===== src/rtl/mem_stage_pkg.sv =====
// mem_stage_pkg: packet widths and field positions shared by the execute, memory,
// write-back and decode stages.
//   exe_rf   : {res_from_mem, rf_we, rf_waddr[4:0], alu_result[31:0]}
//   exe_load : {addr_lo[1:0], ld_hu, ld_bu, ld_h, ld_b, ld_w}
//   mem_rf   : {rf_we, rf_waddr[4:0], final_result[31:0]}
//   mem_fwd  : {valid & res_from_mem, valid & rf_we, rf_waddr[4:0], final_result[31:0]}
package mem_stage_pkg;

  localparam int unsigned ExeRfW   = 39;
  localparam int unsigned MemRfW   = 38;
  localparam int unsigned ExeLoadW = 7;
  localparam int unsigned MemFwdW  = 39;

  // exe_rf / mem_fwd field positions
  localparam int unsigned RfResFromMemBit = 38;
  localparam int unsigned RfWeBit         = 37;
  localparam int unsigned RfWaddrHi       = 36;
  localparam int unsigned RfWaddrLo       = 32;
  localparam int unsigned RfDataHi        = 31;

  // mem_rf field positions (no res_from_mem bit)
  localparam int unsigned MemRfWeBit = 37;

  // exe_load field positions
  localparam int unsigned LdAddrLoHi = 6;
  localparam int unsigned LdAddrLoLo = 5;
  localparam int unsigned LdFlagsHi  = 4;

  // Packed so that it overlays exe_load[4:0] directly.
  typedef struct packed {
    logic hu;
    logic bu;
    logic h;
    logic b;
    logic w;
  } ld_flags_t;

endpackage


===== src/rtl/mem_stage_if.sv =====
// mem_stage_if: execute->memory handshake, SRAM read data and memory->write-back
// handshake bundled for the memory stage.
//   slave  : view used by mem_stage (drives MEM_* outputs)
//   master : view used by the surrounding pipeline (drives EXE_*, SRAM data, WB_allow_in)
interface mem_stage_if;
  import mem_stage_pkg::*;

  logic                MEM_allow_in;
  logic                EXE_MEM_valid;
  logic [31:0]         EXE_pc;
  logic [ExeRfW-1:0]   EXE_rf;
  logic [ExeLoadW-1:0] EXE_load;
  logic [31:0]         data_sram_rdata;
  logic                WB_allow_in;
  logic                MEM_WB_valid;
  logic [31:0]         MEM_pc;
  logic [MemRfW-1:0]   MEM_rf;
  logic [MemFwdW-1:0]  MEM_fwd;

  modport slave (
    output MEM_allow_in, MEM_WB_valid, MEM_pc, MEM_rf, MEM_fwd,
    input  EXE_MEM_valid, EXE_pc, EXE_rf, EXE_load, data_sram_rdata, WB_allow_in
  );

  modport master (
    input  MEM_allow_in, MEM_WB_valid, MEM_pc, MEM_rf, MEM_fwd,
    output EXE_MEM_valid, EXE_pc, EXE_rf, EXE_load, data_sram_rdata, WB_allow_in
  );

endinterface


===== src/rtl/mem_stage_load_align.sv =====
// mem_stage_load_align: combinational load extraction.
//   rdata     in  32  effective SRAM word
//   addr_lo   in  2   byte offset within the word
//   flags     in  5   {hu, bu, h, b, w}; at most one set, none means full word
//   load_data out 32  aligned, sign/zero-extended load result
module mem_stage_load_align
  import mem_stage_pkg::*;
(
  input  logic [31:0] rdata,
  input  logic [1:0]  addr_lo,
  input  ld_flags_t   flags,
  output logic [31:0] load_data
);

  logic [7:0]  byte_sel;
  logic [15:0] half_sel;

  always_comb begin
    byte_sel = rdata[7:0];
    unique case (addr_lo)
      2'd0: byte_sel = rdata[7:0];
      2'd1: byte_sel = rdata[15:8];
      2'd2: byte_sel = rdata[23:16];
      2'd3: byte_sel = rdata[31:24];
      default: byte_sel = rdata[7:0];
    endcase
    // Halfword offset uses addr_lo[1] only; alignment is guaranteed upstream.
    half_sel = addr_lo[1] ? rdata[31:16] : rdata[15:0];
  end

  always_comb begin
    load_data = rdata;
    case (flags)
      5'b00010: load_data = {{24{byte_sel[7]}}, byte_sel};
      5'b01000: load_data = {24'h0, byte_sel};
      5'b00100: load_data = {{16{half_sel[15]}}, half_sel};
      5'b10000: load_data = {16'h0, half_sel};
      default:  load_data = rdata;
    endcase
  end

endmodule


===== src/rtl/mem_stage.sv =====
// mem_stage: memory-access pipeline stage between execute and write-back.
//   clk  in   clock, posedge
//   rst  in   synchronous active-high reset
//   bus  slave modport of mem_stage_if:
//     EXE_* / EXE_MEM_valid in, MEM_allow_in out     execute handshake
//     data_sram_rdata in                             SRAM data, valid the cycle after request
//     MEM_WB_valid / MEM_pc / MEM_rf out, WB_allow_in in   write-back handshake
//     MEM_fwd out                                    bypass/hazard info for decode
// A one-entry buffer captures load data on the first stalled cycle so the result
// survives a write-back stall of any length.
module mem_stage
  import mem_stage_pkg::*;
(
  input logic       clk,
  input logic       rst,
  mem_stage_if.slave bus
);

  logic        mem_valid_q;
  logic [31:0] pc_q;
  logic        res_from_mem_q;
  logic        rf_we_q;
  logic [4:0]  rf_waddr_q;
  logic [31:0] alu_result_q;
  logic [1:0]  addr_lo_q;
  ld_flags_t   ld_flags_q;
  logic [31:0] rbuf_q;
  logic        rbuf_valid_q;

  logic        mem_ready_go;
  logic        allow_in;
  logic        accept;
  logic        rbuf_set;
  logic [31:0] rdata_eff;
  logic [31:0] load_data;
  logic [31:0] final_result;

  assign mem_ready_go = 1'b1;
  assign allow_in     = ~mem_valid_q | (mem_ready_go & bus.WB_allow_in);
  assign accept       = bus.EXE_MEM_valid & allow_in;
  // Only true while stalled, so it never coincides with a buffer clear.
  assign rbuf_set     = mem_valid_q & res_from_mem_q & ~rbuf_valid_q & ~bus.WB_allow_in;

  always_ff @(posedge clk) begin
    if (rst) begin
      mem_valid_q    <= 1'b0;
      pc_q           <= '0;
      res_from_mem_q <= 1'b0;
      rf_we_q        <= 1'b0;
      rf_waddr_q     <= '0;
      alu_result_q   <= '0;
      addr_lo_q      <= '0;
      ld_flags_q     <= '0;
      rbuf_q         <= '0;
      rbuf_valid_q   <= 1'b0;
    end else begin
      if (allow_in) begin
        mem_valid_q <= bus.EXE_MEM_valid;
      end
      if (accept) begin
        pc_q           <= bus.EXE_pc;
        res_from_mem_q <= bus.EXE_rf[RfResFromMemBit];
        rf_we_q        <= bus.EXE_rf[RfWeBit];
        rf_waddr_q     <= bus.EXE_rf[RfWaddrHi:RfWaddrLo];
        alu_result_q   <= bus.EXE_rf[RfDataHi:0];
        addr_lo_q      <= bus.EXE_load[LdAddrLoHi:LdAddrLoLo];
        ld_flags_q     <= bus.EXE_load[LdFlagsHi:0];
      end
      // Any advance of the stage (new packet or emptying) invalidates the buffer.
      if (allow_in) begin
        rbuf_valid_q <= 1'b0;
      end else if (rbuf_set) begin
        rbuf_valid_q <= 1'b1;
      end
      if (rbuf_set) begin
        rbuf_q <= bus.data_sram_rdata;
      end
    end
  end

  assign rdata_eff = rbuf_valid_q ? rbuf_q : bus.data_sram_rdata;

  mem_stage_load_align u_load_align (
    .rdata     (rdata_eff),
    .addr_lo   (addr_lo_q),
    .flags     (ld_flags_q),
    .load_data (load_data)
  );

  assign final_result = res_from_mem_q ? load_data : alu_result_q;

  assign bus.MEM_allow_in = allow_in;
  assign bus.MEM_WB_valid = mem_valid_q & mem_ready_go;
  assign bus.MEM_pc       = pc_q;
  assign bus.MEM_rf       = {mem_valid_q & rf_we_q, rf_waddr_q, final_result};
  assign bus.MEM_fwd      = {mem_valid_q & res_from_mem_q, mem_valid_q & rf_we_q,
                             rf_waddr_q, final_result};

endmodule


===== src/flat_wrapper.sv =====
// flat-port wrapper written by rule: the top's interface ports become plain ports
module mem_stage_flat import mem_stage_pkg::*;
  (clk, rst, bus_MEM_allow_in, bus_MEM_WB_valid, bus_MEM_pc, bus_MEM_rf, bus_MEM_fwd, bus_EXE_MEM_valid, bus_EXE_pc, bus_EXE_rf, bus_EXE_load, bus_data_sram_rdata, bus_WB_allow_in);
  mem_stage_if bus_i ();
  input logic clk;
  input logic rst;
  output wire logic [$bits(bus_i.MEM_allow_in)-1:0] bus_MEM_allow_in;
  output wire logic [$bits(bus_i.MEM_WB_valid)-1:0] bus_MEM_WB_valid;
  output wire logic [$bits(bus_i.MEM_pc)-1:0] bus_MEM_pc;
  output wire logic [$bits(bus_i.MEM_rf)-1:0] bus_MEM_rf;
  output wire logic [$bits(bus_i.MEM_fwd)-1:0] bus_MEM_fwd;
  input wire logic [$bits(bus_i.EXE_MEM_valid)-1:0] bus_EXE_MEM_valid;
  input wire logic [$bits(bus_i.EXE_pc)-1:0] bus_EXE_pc;
  input wire logic [$bits(bus_i.EXE_rf)-1:0] bus_EXE_rf;
  input wire logic [$bits(bus_i.EXE_load)-1:0] bus_EXE_load;
  input wire logic [$bits(bus_i.data_sram_rdata)-1:0] bus_data_sram_rdata;
  input wire logic [$bits(bus_i.WB_allow_in)-1:0] bus_WB_allow_in;
  assign bus_MEM_allow_in = bus_i.MEM_allow_in;
  assign bus_MEM_WB_valid = bus_i.MEM_WB_valid;
  assign bus_MEM_pc = bus_i.MEM_pc;
  assign bus_MEM_rf = bus_i.MEM_rf;
  assign bus_MEM_fwd = bus_i.MEM_fwd;
  assign bus_i.EXE_MEM_valid = bus_EXE_MEM_valid;
  assign bus_i.EXE_pc = bus_EXE_pc;
  assign bus_i.EXE_rf = bus_EXE_rf;
  assign bus_i.EXE_load = bus_EXE_load;
  assign bus_i.data_sram_rdata = bus_data_sram_rdata;
  assign bus_i.WB_allow_in = bus_WB_allow_in;
  mem_stage u_core (.clk(clk), .rst(rst), .bus(bus_i));
endmodule

===== config.mk =====
export PLATFORM = sky130hd
export DESIGN_NAME = mem_stage_flat
export DESIGN_NICKNAME = d
export VERILOG_FILES = /design/src/rtl/mem_stage_pkg.sv /design/src/rtl/mem_stage_if.sv /design/src/rtl/mem_stage_load_align.sv /design/src/rtl/mem_stage.sv /design/src/flat_wrapper.sv
export SDC_FILE = /design/constraint.sdc
export NUM_CORES = 1
export LEC_CHECK = 0
export CAP_MARGIN = 20
export CORE_MARGIN = 2
export CORE_UTILIZATION = 25
export DETAILED_ROUTE_END_ITERATION = 6
export GPL_TIMING_DRIVEN = 0
export SLEW_MARGIN = 20
export SYNTH_ARGS = -nofsm -noshare
export SYNTH_HDL_FRONTEND = slang
export SYNTH_SLANG_ARGS = --single-unit
export TNS_END_PERCENT = 5

===== constraint.sdc =====
create_clock -name clk -period 3 [get_ports clk]
set_input_delay 0.6 -clock clk [delete_from_list [all_inputs] [get_ports clk]]
set_output_delay 0.6 -clock clk [all_outputs]
set_load 0.01 [all_outputs]

==> reports/qor.csv, run 1 <==
stage,metric,value,unit
outcome,violations,negative setup slack,
die,rows,55,
clock_tree,ctsHoldBuffers,0,
yosys,syn_avg_cell_area,7.26,µm²
grt,grt_max_degree,19,
power_and_ir_drop,p_sw_frac,0.300,
finish,layout-drive-gt1-share,0.223,
die,fp.dieW,155,µm
job,max_cap_viol_count,0,
yosys,synth_compound_area_frac,0.204,
timing,period_share,1.09,
clock_tree,cts-htree-levels,3,
clock_tree,cts_tree,done,
power_and_ir_drop,leakage,3.70,nW
timing,finalMaxSlewViolations,0,
yosys,synthXorXnorAreaFrac,0.00460,
grt,grt_pass1_wl,34.1,mm
worst_setup_path,worstPathArrival,2.68,ns
worst_setup_path,critPathRequiredTime,2.40,ns
yosys,synth_ff_type,dfxtp_1,
finish,mostFrequentLayoutCells,"nand2_1 (245), clkdlybuf4s50_1 (151), a21oi_1 (145)",
yosys,syn_area,5710,µm²
finish,antennaDiodeCount,0,
placed_design,place_area,8300,µm²
finish,fin_nets,1160,
worst_setup_path,end_kind,output port,
die,coreArea,22500,µm²
yosys,synth_top_family_by_area,simple AND/OR/NAND/NOR gates,
clock_tree,clkSlewWorstSetupHoldPaths,0.08,ns
timing,period_needed,3.28,ns
placed_design,hpwl,16.4,mm
finish,layout.cells.non_filler,1336,
placed_design,placedCellCount,1295,
yosys,ys_warn_count,0,
drt,num_vias,6255,
yosys,synth_mux_area_frac,0.0664,
drt,post_drt_wl_per_cell,16.7,µm
worst_setup_path,cp.depth,8,
die,pin_count,225,
finish,fin_util,0.421,
worst_setup_path,start_kind,flop,
finish,final_area,9480,µm²
power_and_ir_drop,p_int,2.78,mW
clock_tree,clockBufferDepth,2,
placed_design,gp_congestion,0.963,
clock_tree,clkLatencyLatePin,0.37,ns
hold_path,worstHoldPathType,reg -> reg,
yosys,synth-adder-area-share,0,
worst_setup_path,worst_path_max_delay_cell,mux4_2,
clock_tree,numCtsBuffers,9,
drt,ant_nets,0,
timing,rsz0062_at_grt,true,
yosys,synth_nets,901,
drt,vias_per_cell,4.68,
power_and_ir_drop,p_switching,1.19,mW
placed_design,portBuffers,223,
worst_setup_path,path_buf_inv,3,
grt,antenna_found_initial,0,
timing,maxSlewHeadroom,0.532,
drt,drt-pass1-iter-count,5,
clock_tree,cts_root_buf,clkbuf_16,
placed_design,dp_slack,-0.790,ns
yosys,ys_types,35,
worst_setup_path,crit_chain,buf_12 > mux2_4 > mux4_2 > nand4b_4 > o31a_4 > a21oi_4 > buf_4 > dlygate4sd2_1,
drt,drcViolationCount,0,
timing,worst_pin_slew,0.702,ns
power_and_ir_drop,seq_power_share,0.402,
timing,hold_viol,0,
power_and_ir_drop,comb_power_share,0.285,
power_and_ir_drop,p_total,3.97,mW
yosys,synth_seq_cells,112,
grt,grt_util_all_layers,0.183,
worst_setup_path,cpPeakStageDelay,0.53,ns
grt,grt_pass1_vias,6051,
die,start_util,0.254,
grt,grt_overflow,0,
yosys,synth_seq_area_share,0.392,
timing,max_freq,304,MHz
yosys,syn_inst,787,
finish,final_common_cell,nand2_1,
power_and_ir_drop,pwr-share-clk,0.314,
worst_setup_path,path_max_fanout,7,
worst_setup_path,critical_path.top_delay_family,multiplexers,
worst_setup_path,critPathKind,reg -> out,
hold_path,whs_path_depth,2,
finish,area_delta_synth_final,65.9,%
worst_setup_path,reg2reg_depth,8,
yosys,synthArstFlopShare,0,
clock_tree,clkSinkCount,112,
timing,timing.hold.ws,0.453,ns
power_and_ir_drop,power_density,419,nW/µm²
outcome,status,"finished, violations left",
timing,finClkSkew,0.0108,ns
drt,totalWireLength,22.3,mm
die,dieArea,24100,µm²
yosys,synthSimpleGateAreaFrac,0.219,
die,dieHeight,155,µm
timing,setup_viol,59,
drt,drtIter0Drc,360,
power_and_ir_drop,ir_worst_vdd,0.279,mV
timing,worst_slack,-0.284,ns
timing,setup_tns,-9.98,ns
yosys,synth_edf_count,0,
layout make-up:
cell class | count | area [µm²]
sequential | 112 | 2250
tap | 285 | 357
timing repair buffer | 254 | 2480
clock inverter | 6 | 65.1
multi-input combinational | 557 | 3390
fill | 2301 | 13000
inverter | 17 | 63.8
clock buffer | 10 | 229
buffer | 95 | 642
logic make-up (layout without fill, tap and decap cells):
kind of cell	Yosys count	in the layout
xor gates and xnor gates	3	3
buffers and inverters	118	382
AOI/OAI and AO/OA	207	207
DFF	112	112
muxes	33	33
and+or+nand+nor	314	314
path summary, 6_finish.rpt:
check                                             from                                end  slack (ns)
setup / recovery      u_core.rbuf_valid_q$_SDFFE_PP0P_                     bus_MEM_rf[19]       -0.28
hold / removal       u_core.bus.MEM_pc[4]$_SDFFE_PP0P_  u_core.bus.MEM_pc[4]$_SDFFE_PP0P_        0.45
setup reg to reg  u_core.bus.MEM_WB_valid$_SDFFE_PP0N_   u_core.addr_lo_q[0]$_SDFFE_PP0P_        0.69
hold reg to reg      u_core.bus.MEM_pc[4]$_SDFFE_PP0P_  u_core.bus.MEM_pc[4]$_SDFFE_PP0P_        0.45
per-layer routing:
metal	routed length (µm)	GRT usage	part of all wire	vias up
li1	-	-	-	3091
met1	9240	0.224	0.41	2916
met5	0	0	0	-
met3	1670	0.0571	0.075	37
met2	10800	0.308	0.48	211
met4	592	0.0555	0.027	0
synthesized netlist by cell type (all sizes together), types with 8 or more instances:
library cell,n,area share
nand2,245,0.16
a31oi,11,0.012
nor2,48,0.032
o21ai,8,0.0070
clkbuf,50,0.033
buf,51,0.069
mux2,11,0.024
dfxtp,112,0.39
mux2i,21,0.038
a21oi,163,0.14
and2,11,0.013
inv,17,0.011
flip-flops by register name (all words and copies together) (netlist names):
register                 cells
u_core.rbuf_valid_q          1
u_core.rbuf_q               32
u_core.addr_lo_q             2
u_core.alu_result_q         32
u_core.bus.MEM_WB_valid      1
u_core.rf_waddr_q            5
u_core.ld_flags_q            5
u_core.res_from_mem_q        1
u_core.bus.MEM_pc           32
u_core.rf_we_q               1
power groups by stage:
stage	sequential, mW	combinational [mW]	clock, mW
finish	1.60	1.13	1.24
global route	1.61	1.21	1.34
CTS	1.60	1.06	1.27
detailed placement	1.62	1.03	0
global placement	1.62	1.03	0
floorplan	1.63	0.471	0
timing repair:
| item | 4_1_cts | 5_1_grt |
|---|---|---|
| endpoints found under the setup margin | 64 | 72 |
| pin swaps | 23 | 21 |
| gates resized for setup | 322 | 75 |
| setup buffers | 25 | 4 |
| cloned | 2 | 0 |
worst register-to-register path: stages, from the launching register on:
cell and delay, ns:
dfxtp_1 0.33, nand2b_1 0.07, clkbuf_1 0.34, and2_1 0.19, clkbuf_1 0.28, clkbuf_1 0.43, clkbuf_2 0.33, nand2_1 0.13
a21oi_1 0.13
(Power assumes the default switching activity.)
==> inputs of run 2 (changes only) <==
--- a/config.mk
+++ b/config.mk
@@ -6,10 +6,13 @@
 export NUM_CORES = 1
 export LEC_CHECK = 0
 export CAP_MARGIN = 20
+export CORE_ASPECT_RATIO = 0.75
 export CORE_MARGIN = 2
-export CORE_UTILIZATION = 25
+export CORE_UTILIZATION = 35
 export DETAILED_ROUTE_END_ITERATION = 6
 export GPL_TIMING_DRIVEN = 0
+export PLACE_DENSITY = 0.67
+export REMOVE_ABC_BUFFERS = 1
 export SLEW_MARGIN = 20
 export SYNTH_ARGS = -nofsm -noshare
 export SYNTH_HDL_FRONTEND = slang
==> run 2 against run 1 <==
Effect of this change:
- the flow still finishes with violations (negative setup slack)
- clock power is 10% higher
- power fell by 1.7%
- global-route usage increased by 3.3 points
- first-iteration DRC count rose by 20%
- critical path depth down 2
- via count down 4.9%
- cell area is 11% lower
- worst setup slack gained 0.26 ns
- non-clock buffer count fell by 93
- maximum frequency increased by 8.5%
- combinational power is 18% lower
- largest power group unchanged
==> reports/qor.csv, run 2 (synthesized netlist as in run 1, its figures left out) <==
stage,metric,value,unit
outcome,status,"finished, violations left",
outcome,violations,negative setup slack,
finish,mostFrequentLayoutCells,"nand2_1 (243), clkdlybuf4s50_1 (147), a21oi_1 (146)",
timing,worst_pin_slew,0.774,ns
timing,period_needed,3.03,ns
clock_tree,clkSinkCount,112,
timing,finalMaxSlewViolations,0,
timing,setup_viol,24,
clock_tree,cts-htree-levels,3,
worst_setup_path,r2r_slack,0.57,ns
die,fp.dieW,152,µm
power_and_ir_drop,leakage,3.34,nW
finish,fin_nets,1070,
worst_setup_path,reg2reg_depth,6,
grt,grt_overflow,0,
worst_setup_path,start_kind,flop,
timing,worst_slack,-0.0265,ns
finish,area_delta_synth_final,47.2,%
placed_design,portBuffers,224,
worst_setup_path,reg2reg_from,u_core.res_from_mem_q$_SDFFE_PP0P_,
hold_path,min-delay-start,u_core.bus.MEM_pc[0]$_SDFFE_PP0P_,
timing,hold_viol,0,
drt,drcViolationCount,0,
grt,antenna_found_initial,1,
worst_setup_path,worst_path_max_delay_cell,dfxtp_1,
worst_setup_path,path_max_fanout,11,
worst_setup_path,critPathRequiredTime,2.40,ns
clock_tree,clkSlewWorstSetupHoldPaths,0.07,ns
die,rows,40,
drt,post_drt_wl_per_cell,17.0,µm
power_and_ir_drop,ir_worst_vdd,0.300,mV
finish,layout-drive-gt1-share,0.191,
grt,grt_pass1_wl,29.3,mm
placed_design,gp_congestion,0.741,
clock_tree,numCtsBuffers,9,
drt,drtIter0Drc,433,
timing,maxSlewHeadroom,0.483,
clock_tree,clkLatencyLatePin,0.36,ns
timing,finClkSkew,0.00653,ns
placed_design,dp_slack,-1.06,ns
worst_setup_path,end_kind,output port,
die,start_util,0.357,
worst_setup_path,worstPathArrival,2.43,ns
finish,final_common_cell,nand2_1,
power_and_ir_drop,p_total,3.90,mW
timing,period_share,1.01,
job,max_cap_viol_count,0,
drt,ant_nets,0,
worst_setup_path,critPathKind,reg -> out,
clock_tree,cts_tree,done,
grt,grt_max_degree,91,
drt,vias_per_cell,5.07,
placed_design,placedCellCount,1127,
drt,totalWireLength,19.9,mm
power_and_ir_drop,power_density,464,nW/µm²
worst_setup_path,r2r_end,u_core.rbuf_q[27]$_SDFFE_PP0P_,
worst_setup_path,crit_chain,mux4_2 > nand4b_4 > o31a_4 > buf_12 > a21oi_4 > buf_2,
finish,fin_util,0.525,
drt,num_vias,5947,
grt,grt_pass1_vias,5520,
finish,layout.cells.non_filler,1172,
die,dieArea,17400,µm²
placed_design,hpwl,11.9,mm
grt,grt_util_all_layers,0.216,
timing,max_freq,330,MHz
timing,timing.hold.ws,0.453,ns
die,dieHeight,115,µm
worst_setup_path,cpPeakStageDelay,0.74,ns
clock_tree,clockBufferDepth,2,
die,pin_count,225,
clock_tree,cts_root_buf,clkbuf_16,
timing,rsz0062_at_grt,true,
hold_path,holdPathEnd,u_core.bus.MEM_pc[0]$_SDFFE_PP0P_,
hold_path,worstHoldPathType,reg -> reg,
drt,drt-pass1-iter-count,5,
clock_tree,ctsHoldBuffers,0,
die,coreArea,16000,µm²
hold_path,whs_path_depth,2,
-- run 2: cell count changes in the layout (fill, tap and decap cells not counted), sizes merged --
cell / change
a21o: +2
clkinvlp: +1
bufinv: +1
clkdlybuf4s50: -4
clkbuf: -50
clkinv: -2
dlygate4sd2: -2
diode: +1
buf: -38
clkdlybuf4s15: +1
inv: +1
-- run 2: power breakdown --
part | internal [mW] | switching (mW) | total [mW] | leakage [nW]
logic | 0.452 | 0.476 | 0.927 | 2.25
registers | 1.55 | 0.0555 | 1.61 | 0.919
clock network | 0.769 | 0.602 | 1.37 | 0.164
total | 2.77 | 1.13 | 3.90 | 3.34
-- run 2: layout make-up --
| type | instances | area [µm²] |
|---|---|---|
| Antenna cell | 1 | 2.50 |
| Clock buffer | 10 | 239 |
| Fill cell | 1621 | 7610 |
| Clock inverter | 6 | 95.1 |
| Tap cell | 210 | 263 |
| Sequential cell | 112 | 2250 |
| Inverter | 17 | 67.6 |
| Timing Repair inverter | 1 | 5.00 |
| Multi-Input combinational cell | 559 | 3130 |
| Timing Repair Buffer | 256 | 2350 |
-- run 2: critical path: cells and delay by family, from the launching register on --
family,cells,cell delay (ns)
DFF,1,0.74
buffers and inverters,2,0.29
and+or+nand+nor,1,0.14
AOI/OAI and AO/OA,2,0.27
muxes,1,0.63
-- run 2: repair_timing --
item,CTS,global route
hold endpoints to repair,0,0
pin swaps,13,10
gates cloned,2,2
setup buffers,18,6
setup endpoints to repair,64,59
resized for setup,289,48
-- run 2: metal layers --
layer  track usage  share of wire
met5             0              0
met1         0.289           0.45
met4        0.0451         0.0094
met2         0.355           0.46
met3        0.0542          0.085
-- run 2: how the worst max path moves through the flow --
stage,from,end,depth (start not counted)
6_report,u_core.addr_lo_q[0]$_SDFFE_PP0P_,bus_MEM_fwd[20],6
5_1_grt,u_core.rbuf_valid_q$_SDFFE_PP0P_,bus_MEM_rf[19],8
4_1_cts,u_core.rbuf_valid_q$_SDFFE_PP0P_,bus_MEM_fwd[2],7
3_5_place_dp,u_core.addr_lo_q[1]$_SDFFE_PP0P_,bus_MEM_rf[31],6
3_3_place_gp,u_core.res_from_mem_q$_SDFFE_PP0P_,u_core.rbuf_q[23]$_SDFFE_PP0P_,4
2_1_floorplan,u_core.res_from_mem_q$_SDFFE_PP0P_,u_core.rbuf_q[0]$_SDFFE_PP0P_,4
-- run 2: metrics by stage --
step,TNS (ns),instance area (µm²)
after floorplan,-34.19,5130
after global placement,-313.74,7630
after detailed placement,-54.96,7780
after CTS,-0.485,8250
after global routing,-2.26,8410
final,-0.431,8410
==> inputs of run 3 (changes only) <==
--- a/config.mk
+++ b/config.mk
@@ -5,13 +5,14 @@
 export SDC_FILE = /design/constraint.sdc
 export NUM_CORES = 1
 export LEC_CHECK = 0
+export ABC_AREA = 1
 export CAP_MARGIN = 20
 export CORE_ASPECT_RATIO = 0.75
 export CORE_MARGIN = 2
 export CORE_UTILIZATION = 35
 export DETAILED_ROUTE_END_ITERATION = 6
 export GPL_TIMING_DRIVEN = 0
-export PLACE_DENSITY = 0.67
+export PLACE_DENSITY = 0.66
 export REMOVE_ABC_BUFFERS = 1
 export SLEW_MARGIN = 20
 export SYNTH_ARGS = -nofsm -noshare
==> run 3 against run 2 <==
Effect of this change:
- the flow still finishes with violations (negative setup slack)
- clock skew shrank 0.0015 ns
- utilization about the same
- register-to-register slack improved by 0.19 ns
- critical path type unchanged
==> reports/qor.csv, run 3 <==
stage,metric,value,unit
outcome,status,"finished, violations left",
outcome,violations,negative setup slack,
placed_design,gp_congestion,0.895,
drt,vias_per_cell,4.82,
grt,grt_overflow,0,
finish,area_delta_synth_final,44.9,%
worst_setup_path,worstPathArrival,2.46,ns
placed_design,hpwl,13.3,mm
yosys,yosys-top-cells-area,"dfxtp_1 (38%), nor2_1 (18%), nand2_1 (14%)",
yosys,synth_seq_cells,112,
grt,grt_util_all_layers,0.208,
yosys,synthSimpleGateAreaFrac,0.350,
finish,fin_nets,1219,
yosys,synth_compound_area_frac,0.144,
timing,max_freq,327,MHz
grt,grtUsageMet1,0.287,
die,coreArea,16200,µm²
yosys,synth_ff_type,dfxtp_1,
grt,busiest_layer,met2,
timing,worst_slack,-0.0562,ns
yosys,synthXorXnorAreaFrac,0,
hold_path,whs_path_depth,2,
finish,antennaDiodeCount,0,
timing,rsz0062_at_grt,true,
drt,drt-pass1-iter-count,6,
yosys,syn_inst,952,
placed_design,portBuffers,224,
drt,totalWireLength,19.0,mm
clock_tree,cts-htree-levels,3,
yosys,syn_area,5880,µm²
worst_setup_path,r2r_slack,0.76,ns
power_and_ir_drop,power_density,470,nW/µm²
drt,drcViolationCount,0,
yosys,synth_mux_area_frac,0,
grt,grt_pass1_vias,5874,
grt,grt_pass1_wl,30.1,mm
power_and_ir_drop,ir_worst_vdd,0.268,mV
finish,layout-drive-gt1-share,0.0703,
die,dieHeight,116,µm
yosys,ys_warn_count,0,
power_and_ir_drop,leakage,4.17,nW
timing,maxSlewHeadroom,0.658,
timing,setup_viol,5,
worst_setup_path,critPathRequiredTime,2.40,ns
timing,hold_viol,0,
finish,final_common_cell,nor2_1,
placed_design,dp_slack,-0.425,ns
yosys,yosys-top-cells-count,"nor2_1 (280), nand2_1 (217), o21ai_0 (125)",
yosys,syn_avg_cell_area,6.17,µm²
drt,post_drt_wl_per_cell,14.4,µm
yosys,yosysMostFrequentCell,nor2_1,
yosys,ys_types,22,
timing,period_needed,3.06,ns
timing,period_share,1.02,
job,max_cap_viol_count,0,
clock_tree,cts_tree,done,
worst_setup_path,r2r_end,u_core.rbuf_q[9]$_SDFFE_PP0P_,
finish,mostFrequentLayoutCells,"nor2_1 (269), nand2_1 (216), clkdlybuf4s50_1 (164)",
clock_tree,cts_root_buf,clkbuf_16,
clock_tree,clkLatencyLatePin,0.35,ns
grt,antenna_found_initial,0,
yosys,synthArstFlopShare,0,
yosys,yosysTopAreaCellShare,0.381,
clock_tree,clkSinkCount,112,
worst_setup_path,critPathKind,reg -> out,
yosys,synth-adder-area-share,0,
drt,ant_nets,0,
die,dieArea,17900,µm²
die,pin_count,225,
clock_tree,clkSlewWorstSetupHoldPaths,0.08,ns
worst_setup_path,reg2reg_depth,7,
yosys,synth_seq_area_share,0.381,
hold_path,holdPathEnd,u_core.alu_result_q[7]$_SDFFE_PP0P_,
worst_setup_path,end_kind,output port,
timing,finalMaxSlewViolations,0,
hold_path,min-delay-start,u_core.alu_result_q[7]$_SDFFE_PP0P_,
timing,worst_pin_slew,0.510,ns
yosys,synth_edf_count,0,
grt,grt_use_met2,0.333,
yosys,synth_top_family_by_area,simple AND/OR/NAND/NOR gates,
clock_tree,clockBufferDepth,2,
grt,met3_usage,0.0534,
worst_setup_path,reg2reg_from,u_core.res_from_mem_q$_SDFFE_PP0P_,
hold_path,worstHoldPathType,reg -> reg,
timing,timing.hold.ws,0.515,ns
grt,grt_max_degree,82,
clock_tree,numCtsBuffers,9,
worst_setup_path,path_max_fanout,18,
timing,setup_tns,-0.129,ns
die,fp.dieW,154,µm
timing,finClkSkew,0.00500,ns
die,rows,40,
die,start_util,0.363,
drt,drtIter0Drc,480,
worst_setup_path,start_kind,flop,
yosys,synth_top_area_cell,dfxtp_1,
drt,num_vias,6362,
-- run 3: cell count changes after synthesis, moves of 11 or more --
cell      previous run  this run
nand3_1              1        17
a31oi_1             11         0
mux2i_1             19         0
o21ai_0              8       125
clkbuf_1            50        34
nand2_1            245       217
inv_1               17        44
a21oi_1            163        44
nor2_1              48       280
-- run 3: per-layer routing --
metal	vias to the layer above	wire, µm
li1	3235	-
met1	2866	8870
met2	244	8300
met3	17	1700
met4	0	155
met5	-	0
-- run 3: worst max-delay path: stages, from the launching register on --
cell	delay (ns)
dfxtp_1	0.33
nor2_2	0.18
nand4_2	0.21
nand2_8	0.24
nor2_4	0.06
buf_4	0.16
nand2_1	0.06
nand2_1	0.04
inv_1	0.05
nand2_1	0.11
nand2_1	0.11
clkdlybuf4s50_1	0.53
-- run 3: worst max path at each step --
stage	to	startpoint	slack, ns	cells after the start
floorplan	u_core.addr_lo_q[1]$_SDFFE_PP0P_	bus_WB_allow_in	-0.96	5
global placement	u_core.ld_flags_q[4]$_SDFFE_PP0P_	bus_WB_allow_in	-4.67	6
detailed placement	bus_MEM_fwd[8]	u_core.addr_lo_q[1]$_SDFFE_PP0P_	-0.43	8
CTS	bus_MEM_rf[28]	bus_data_sram_rdata[23]	-0.24	12
global route	bus_MEM_rf[6]	u_core.ld_flags_q[1]$_SDFFE_PP0P_	-0.17	11
finish	bus_MEM_rf[6]	u_core.ld_flags_q[1]$_SDFFE_PP0P_	-0.06	11
-- run 3: area by class of cell --
type	count	area, µm²
flip-flops and latches	112	2250
clock buffers	10	239
multi-input cells	698	3050
fillers	1650	7700
repair buffers	234	2460
clock inverters	6	50.0
inverters	50	204
well taps	210	263
-- run 3: logic make-up after synthesis --
kind of cell / count (synthesis)
AO/OA/AOI/OAI: 169
buffers and inverters: 144
flip-flops: 112
AND/OR/NAND/NOR: 527
-- run 3: stage by stage --
| stage | area (µm²) | power, mW | util | std cells |
|---|---|---|---|---|
| floorplan | 5330 | 2.18 | - | 858 |
| global placement | 7840 | 2.82 | 0.483 | 1292 |
| detailed placement | 8040 | 2.85 | 0.496 | 1300 |
| CTS | 8410 | 4.04 | 0.519 | 1320 |
| global route | 8520 | 4.22 | 0.525 | 1320 |
| finish | 8520 | 4.00 | 0.525 | 1320 |
-- run 3: power by group --
part           leakage, nW  internal (mW)  total, mW  switching [mW]
Sequential           0.925           1.58       1.64          0.0604
Combinational         3.10          0.554       1.17           0.614
Clock                0.141          0.600       1.19           0.593
-- run 3: what timing repair did --
| action | in CTS | in global routing |
|---|---|---|
| pin swaps | 3 | 1 |
| setup buffers | 2 | 0 |
| resized for setup | 63 | 58 |
| endpoints found under the setup margin | 64 | 58 |
| hold buffers | 0 | 0 |
| gates cloned | 2 | 0 |
| endpoints found under the hold margin | 0 | 0 |
